[config.mk]
export PLATFORM = sky130hd
export DESIGN_NAME = branch_resolve_unit_flat
export DESIGN_NICKNAME = d
export VERILOG_FILES = /design/src/rtl/branch_resolve_unit_if.sv /design/src/rtl/branch_resolve_unit.sv /design/src/flat_wrapper.sv
export SDC_FILE = /design/constraint.sdc
export NUM_CORES = 1
export LEC_CHECK = 0
export CORE_MARGIN = 10
export CORE_UTILIZATION = 28
export CTS_CLUSTER_DIAMETER = 50
export DETAILED_ROUTE_END_ITERATION = 8
export SLEW_MARGIN = 30
export SYNTH_ARGS = -nofsm -noshare
export SYNTH_HDL_FRONTEND = slang
export SYNTH_SLANG_ARGS = --single-unit
[constraint.sdc]
create_clock -name clk -period 3.5 [get_ports clk]
set_input_delay 0.525 -clock clk [delete_from_list [all_inputs] [get_ports clk]]
set_output_delay 0.525 -clock clk [all_outputs]
set_load 0.03 [all_outputs]
[src/rtl/branch_resolve_unit_if.sv]
// ============================================================================
// branch_resolve_unit_if : issue/result/predict bundle for branch_resolve_unit
// Rev 1.0
// ============================================================================
`default_nettype none

interface branch_resolve_unit_if #(
  parameter int XLEN  = 32,
  parameter int CNT_W = 16
);
  logic             in_valid;
  logic             in_ready;
  logic [2:0]       in_funct3;
  logic [XLEN-1:0]  in_src1;
  logic [XLEN-1:0]  in_src2;
  logic [XLEN-1:0]  in_pc;
  logic [XLEN-1:0]  in_imm;
  logic             in_pred_taken;
  logic             flush;
  logic             out_valid;
  logic             out_ready;
  logic             out_taken;
  logic [XLEN-1:0]  out_target;
  logic             out_mispredict;
  logic             out_illegal;
  logic [XLEN-1:0]  pred_pc;
  logic             pred_taken;
  logic [CNT_W-1:0] br_count;
  logic [CNT_W-1:0] mispred_count;

  modport master (
    output in_valid, in_funct3, in_src1, in_src2, in_pc, in_imm, in_pred_taken,
    output flush, out_ready, pred_pc,
    input  in_ready, out_valid, out_taken, out_target, out_mispredict, out_illegal,
    input  pred_taken, br_count, mispred_count
  );

  modport slave (
    input  in_valid, in_funct3, in_src1, in_src2, in_pc, in_imm, in_pred_taken,
    input  flush, out_ready, pred_pc,
    output in_ready, out_valid, out_taken, out_target, out_mispredict, out_illegal,
    output pred_taken, br_count, mispred_count
  );
endinterface

`default_nettype wire

[src/rtl/branch_resolve_unit.sv]
// ============================================================================
// branch_resolve_unit : execute-stage branch compare, 2-bit BHT, perf counters
// Rev 1.0
// ============================================================================
`default_nettype none

module branch_resolve_unit #(
  parameter int XLEN      = 32,
  parameter int BHT_IDX_W = 4,
  parameter int CNT_W     = 16
) (
  input  logic                 clk,
  input  logic                 rst_n,
  branch_resolve_unit_if.slave bru
);
  localparam int          BHT_ENTRIES = 2 ** BHT_IDX_W;
  localparam logic [0:0]  S_EMPTY     = 1'b0;
  localparam logic [0:0]  S_FULL      = 1'b1;

  logic [0:0]                       state_q, state_d;
  logic                             taken_q, taken_d;
  logic [XLEN-1:0]                  target_q, target_d;
  logic                             mispred_q, mispred_d;
  logic                             illegal_q, illegal_d;
  logic [BHT_IDX_W-1:0]             idx_q, idx_d;
  logic [BHT_ENTRIES-1:0][1:0]      bht_q, bht_d;
  logic [CNT_W-1:0]                 br_cnt_q, br_cnt_d;
  logic [CNT_W-1:0]                 mp_cnt_q, mp_cnt_d;

  logic            w_out_valid, w_in_ready, w_accept, w_fire;
  logic            w_eq, w_lt, w_taken, w_illegal;
  logic [XLEN-1:0] w_target;

  assign w_out_valid = (state_q == S_FULL);
  assign w_in_ready  = !bru.flush && (!w_out_valid || bru.out_ready);
  assign w_accept    = bru.in_valid && w_in_ready;
  assign w_fire      = w_out_valid && bru.out_ready && !bru.flush;

  // funct3[1] selects unsigned compare (BLTU/BGEU)
  assign w_eq = (bru.in_src1 == bru.in_src2);
  assign w_lt = bru.in_funct3[1] ? (bru.in_src1 < bru.in_src2)
                                 : ($signed(bru.in_src1) < $signed(bru.in_src2));

  always_comb begin
    w_taken   = 1'b0;
    w_illegal = 1'b0;
    case (bru.in_funct3)
      3'b000:  w_taken = w_eq;
      3'b001:  w_taken = !w_eq;
      3'b100:  w_taken = w_lt;
      3'b101:  w_taken = !w_lt;
      3'b110:  w_taken = w_lt;
      3'b111:  w_taken = !w_lt;
      default: w_illegal = 1'b1;
    endcase
  end

  assign w_target = w_taken ? (bru.in_pc + bru.in_imm)
                            : (bru.in_pc + {{(XLEN-3){1'b0}}, 3'd4});

  always_comb begin
    state_d   = state_q;
    taken_d   = taken_q;
    target_d  = target_q;
    mispred_d = mispred_q;
    illegal_d = illegal_q;
    idx_d     = idx_q;
    bht_d     = bht_q;
    br_cnt_d  = br_cnt_q;
    mp_cnt_d  = mp_cnt_q;

    if (w_fire && !illegal_q) begin
      br_cnt_d = br_cnt_q + 1'b1;
      if (mispred_q) mp_cnt_d = mp_cnt_q + 1'b1;
      if (taken_q) begin
        if (bht_q[idx_q] != 2'b11) bht_d[idx_q] = bht_q[idx_q] + 2'd1;
      end else begin
        if (bht_q[idx_q] != 2'b00) bht_d[idx_q] = bht_q[idx_q] - 2'd1;
      end
    end

    if (bru.flush) begin
      state_d = S_EMPTY;
    end else if (w_accept) begin
      state_d   = S_FULL;
      taken_d   = w_taken;
      target_d  = w_target;
      mispred_d = (w_taken != bru.in_pred_taken);
      illegal_d = w_illegal;
      idx_d     = bru.in_pc[BHT_IDX_W+1:2];
    end else if (w_fire) begin
      state_d = S_EMPTY;
    end
  end

  always_ff @(posedge clk) begin
    if (!rst_n) begin
      state_q   <= S_EMPTY;
      taken_q   <= 1'b0;
      target_q  <= '0;
      mispred_q <= 1'b0;
      illegal_q <= 1'b0;
      idx_q     <= '0;
      bht_q     <= {BHT_ENTRIES{2'b01}};
      br_cnt_q  <= '0;
      mp_cnt_q  <= '0;
    end else begin
      state_q   <= state_d;
      taken_q   <= taken_d;
      target_q  <= target_d;
      mispred_q <= mispred_d;
      illegal_q <= illegal_d;
      idx_q     <= idx_d;
      bht_q     <= bht_d;
      br_cnt_q  <= br_cnt_d;
      mp_cnt_q  <= mp_cnt_d;
    end
  end

  assign bru.in_ready       = w_in_ready;
  assign bru.out_valid      = w_out_valid;
  assign bru.out_taken      = taken_q;
  assign bru.out_target     = target_q;
  assign bru.out_mispredict = mispred_q;
  assign bru.out_illegal    = illegal_q;
  assign bru.br_count       = br_cnt_q;
  assign bru.mispred_count  = mp_cnt_q;
  // lookup sees the pre-update table when fetch and retire hit the same index
  assign bru.pred_taken     = bht_q[bru.pred_pc[BHT_IDX_W+1:2]][1];

  logic w_unused_pred_pc;
  assign w_unused_pred_pc = &{1'b0, bru.pred_pc[XLEN-1:BHT_IDX_W+2], bru.pred_pc[1:0]};

endmodule

`default_nettype wire
[src/flat_wrapper.sv]
// flat-port wrapper written by rule: the top's interface ports become plain ports
module branch_resolve_unit_flat 
#(
  parameter int XLEN      = 32,
  parameter int BHT_IDX_W = 4,
  parameter int CNT_W     = 16
)
  (clk, rst_n, bru_in_valid, bru_in_funct3, bru_in_src1, bru_in_src2, bru_in_pc, bru_in_imm, bru_in_pred_taken, bru_flush, bru_out_ready, bru_pred_pc, bru_in_ready, bru_out_valid, bru_out_taken, bru_out_target, bru_out_mispredict, bru_out_illegal, bru_pred_taken, bru_br_count, bru_mispred_count);
  branch_resolve_unit_if #(.XLEN(XLEN), .CNT_W(CNT_W)) bru_i ();
  input  logic clk;
  input  logic rst_n;
  input wire logic [$bits(bru_i.in_valid)-1:0] bru_in_valid;
  input wire logic [$bits(bru_i.in_funct3)-1:0] bru_in_funct3;
  input wire logic [$bits(bru_i.in_src1)-1:0] bru_in_src1;
  input wire logic [$bits(bru_i.in_src2)-1:0] bru_in_src2;
  input wire logic [$bits(bru_i.in_pc)-1:0] bru_in_pc;
  input wire logic [$bits(bru_i.in_imm)-1:0] bru_in_imm;
  input wire logic [$bits(bru_i.in_pred_taken)-1:0] bru_in_pred_taken;
  input wire logic [$bits(bru_i.flush)-1:0] bru_flush;
  input wire logic [$bits(bru_i.out_ready)-1:0] bru_out_ready;
  input wire logic [$bits(bru_i.pred_pc)-1:0] bru_pred_pc;
  output wire logic [$bits(bru_i.in_ready)-1:0] bru_in_ready;
  output wire logic [$bits(bru_i.out_valid)-1:0] bru_out_valid;
  output wire logic [$bits(bru_i.out_taken)-1:0] bru_out_taken;
  output wire logic [$bits(bru_i.out_target)-1:0] bru_out_target;
  output wire logic [$bits(bru_i.out_mispredict)-1:0] bru_out_mispredict;
  output wire logic [$bits(bru_i.out_illegal)-1:0] bru_out_illegal;
  output wire logic [$bits(bru_i.pred_taken)-1:0] bru_pred_taken;
  output wire logic [$bits(bru_i.br_count)-1:0] bru_br_count;
  output wire logic [$bits(bru_i.mispred_count)-1:0] bru_mispred_count;
  assign bru_i.in_valid = bru_in_valid;
  assign bru_i.in_funct3 = bru_in_funct3;
  assign bru_i.in_src1 = bru_in_src1;
  assign bru_i.in_src2 = bru_in_src2;
  assign bru_i.in_pc = bru_in_pc;
  assign bru_i.in_imm = bru_in_imm;
  assign bru_i.in_pred_taken = bru_in_pred_taken;
  assign bru_i.flush = bru_flush;
  assign bru_i.out_ready = bru_out_ready;
  assign bru_i.pred_pc = bru_pred_pc;
  assign bru_in_ready = bru_i.in_ready;
  assign bru_out_valid = bru_i.out_valid;
  assign bru_out_taken = bru_i.out_taken;
  assign bru_out_target = bru_i.out_target;
  assign bru_out_mispredict = bru_i.out_mispredict;
  assign bru_out_illegal = bru_i.out_illegal;
  assign bru_pred_taken = bru_i.pred_taken;
  assign bru_br_count = bru_i.br_count;
  assign bru_mispred_count = bru_i.mispred_count;
  branch_resolve_unit #(.XLEN(XLEN), .BHT_IDX_W(BHT_IDX_W), .CNT_W(CNT_W)) u_core (.clk(clk), .rst_n(rst_n), .bru(bru_i));
endmodule
==> qor.csv <==
stage,metric,value,unit
finish,layout cells sized above 1,0.108,
finish,Post-layout nets,1453,
global_route,gr usage total,0.144,
timing,count of final max-slew check failures,0,
drt,via count of the routed design,7567,
drt,Initial DRT Pass Iterations,5,
logic_synthesis,Seq cells post-synth,104,
worst_setup_path,CP Cell Sequence,"clkdlybuf4s50_1, mux4_2, mux4_2, clkdlybuf4s50_1",
cts,H-tree Lvls,3,
cts,CTS tree,yes,
run,Max-Cap Viols,0,
timing,Max Freq,297,MHz
finish,fin util,0.408,
worst_setup_path,Critical R2R Launch,u_core.idx_q[1],
drt,DR DRC count,0,
drt,vias per cell,4.85,
logic_synthesis,Synth cell types,62,
timing,Tightest Pin Transition,0.670,ns
worst_setup_path,Slowest cell on crit path,clkdlybuf4s50_1,
finish,fin area,10900,sq um
placement,gp weighted congestion,0.839,
cts,CTS Buffer Depth,2,
logic_synthesis,Post-synth EDFFs,0,
power,Power Dens Cells,308,nW/um^2
logic_synthesis,"Avg Cell Area, Syn",7.92,sq um
cts,CTS sink cnt,104,
placement,HPWL after DPL,20.2,mm
finish,ant diodes,0,
finish,final std cells w/o fill,1561,
worst_setup_path,Critical Path Max Stage Delay,0.65,ns
global_route,first-pass GRT wire length,39.8,mm
worst_setup_path,crit path capture type,output pin,
cts,Worst-path clk slew,0.08,ns
global_route,vias in the first global route,7486,
drt,WL final,25.2,mm
timing,hold slack,0.455,ns
cts,Root Driver,clkbuf_16,
placement,DP Area,10500,sq um
global_route,largest net degree at the start of global routing,72,
hold_path,min-delay src,u_core.bru.out_target[26],
worst_setup_path,CP top delay family,buffers and inverters,
cts,cts bufs inserted,9,
timing,Final Hold Vio Count,0,
worst_setup_path,Worst Setup SP,bru_pred_pc[2],
timing,crit path time final,3.36,ns
drt,First DRT Iteration DRCs,451,
global_route,initial antenna violation count,0,
floorplan,Initial Utilization,0.284,
logic_synthesis,Syn. warnings,0,
hold_path,Hold Crit Class,reg -> reg,
cts,hold buffer count at CTS,0,
floorplan,I/O pins,239,
drt,WL/cell,16.1,um
timing,# setup viols final,0,
worst_setup_path,Crit Path Max Fanout,4,
placement,dpl cells,1539,
outcome,status,"finished, final reports clean",
floorplan,Die Wd,185,um
floorplan,Placeable Area,26800,sq um
logic_synthesis,post-synth design cell area,7600,sq um
timing,fin crit share,0.961,
power,VDD IR max,0.307,mV
worst_setup_path,WP data arrival,2.84,ns
floorplan,Row Count,60,
placement,count of input and output buffers,210,
logic_synthesis,Post-Syn Instances,959,
logic_synthesis,most common flop cell mapped by yosys,dfxtp_1,
cts,clk_lat worst skew,0.35,ns
worst_setup_path,Setup crit start kind,primary input,
floorplan,chip height,185,um
timing,setup_tns,0,ns
logic_synthesis,syn_nets,1197,
worst_setup_path,crit path kind,in -> out,
floorplan,Die Footprint,34100,sq um
timing,Rel. slew slack,0.553,
logic_synthesis,Post-synth ARST share,0,
timing,Worst Skew,0.00858,ns
global_route,grt ovf,0,
drt,Antenna Violating Nets Remaining,0,
worst_setup_path,WP data required,2.97,ns
finish,Layout area overhead,44.1,%
logic_synthesis,sequential fraction of the synthesis area,0.274,
worst_setup_path,crit path buf inv count,2,
power,Leakage,4.41,nW
## final cells by class
cell class / instances / area (sq um)
fillers: 2662 / 15900
well taps: 341 / 427
repair buffers: 292 / 2760
multi-input cells: 762 / 5180
inverters: 46 / 173
flip-flops and latches: 104 / 2080
clock inverters: 7 / 92.6
clock buffers: 9 / 225
## per-layer routing
metal,global-route usage,up-vias,wire length [um]
met5,0,-,0
met4,0.0302,0,263
met1,0.179,3472,11300
li1,-,3920,-
met2,0.250,162,12400
met3,0.0305,13,1200
## cell families after synthesis
group | synth area share
compound gates | 0.188
flops | 0.274
simple gates | 0.215
mux | 0.0667
xor+xnor | 0.0934
fa+ha+maj | 0.115
buf+inv | 0.0489
## synth_stat cells, types with 11 or more instances
library cell  instances  share of area
ha_1                 68           0.11
nor2_1               99          0.049
mux2i_1              18          0.024
nor3_1               11         0.0072
a21o_1               14          0.014
o211ai_1             17          0.017
o21ai_0              63          0.041
nand3_1              49          0.032
xnor2_1              33          0.038
and3_1               19          0.016
xor2_1               48          0.055
mux4_2               14          0.041
nand4_1              18          0.015
dfxtp_1             104           0.27
o21a_1               11          0.011
clkbuf_1             38          0.019
a211oi_1             15          0.015
inv_1                45          0.022
a21oi_1              74          0.049
nand2_1             106          0.052
## metrics by stage
stage | worst slack [ns] | power (mW)
floorplan | 0.120 | 1.82
global placement | -0.258 | 2.29
detailed placement | -0.307 | 2.29
CTS | 0.0707 | 3.40
global route | -0.00628 | 3.56
finish | 0.136 | 3.37
## worst reg2reg max path: cells and delay by family, from the launching register on
family	cells	cell delay [ns]
AOI/OAI and AO/OA	1	0.21
adders and majority gates	1	0.20
buffers and inverters	2	0.21
DFF	1	0.75
muxes	4	1.08
and+or+nand+nor	4	0.70
## cell usage in the layout (no fill, tap or decap), types with 44 or more instances in the layout
master           netlist  layout
clkdlybuf4s50_1        0     208
nand2_1              106     106
dfxtp_1              104     104
nor2_1                99      99
buf_4                  1      77
a21oi_1               74      73
ha_1                  68      67
o21ai_0               63      63
nand3_1               49      49
xor2_1                48      48
inv_1                 45      44
## what timing repair did
item,4_1_cts,5_1_grt
buffers inserted,0,6
resized for setup,0,12
endpoints found under the setup margin,0,31
## path summary, 6_finish.rpt
| kind | cells past startpoint | slack, ns | endpoint |
|---|---|---|---|
| min | 2 | 0.46 | u_core.bru.out_target[26] |
| max | 4 | 0.14 | bru_pred_taken |
| min reg2reg | 2 | 0.46 | u_core.bru.out_target[26] |
| max reg2reg | 12 | 0.25 | register |
## where the power goes
group	total, mW	internal [mW]	switching [mW]	leakage (nW)
clock	1.09	0.578	0.508	0.156
sequential	1.24	1.22	0.0285	0.844
combinational	1.04	0.522	0.519	3.41
total	3.37	2.32	1.06	4.41
No activity file was read; power rests on OpenSTA's default activity.
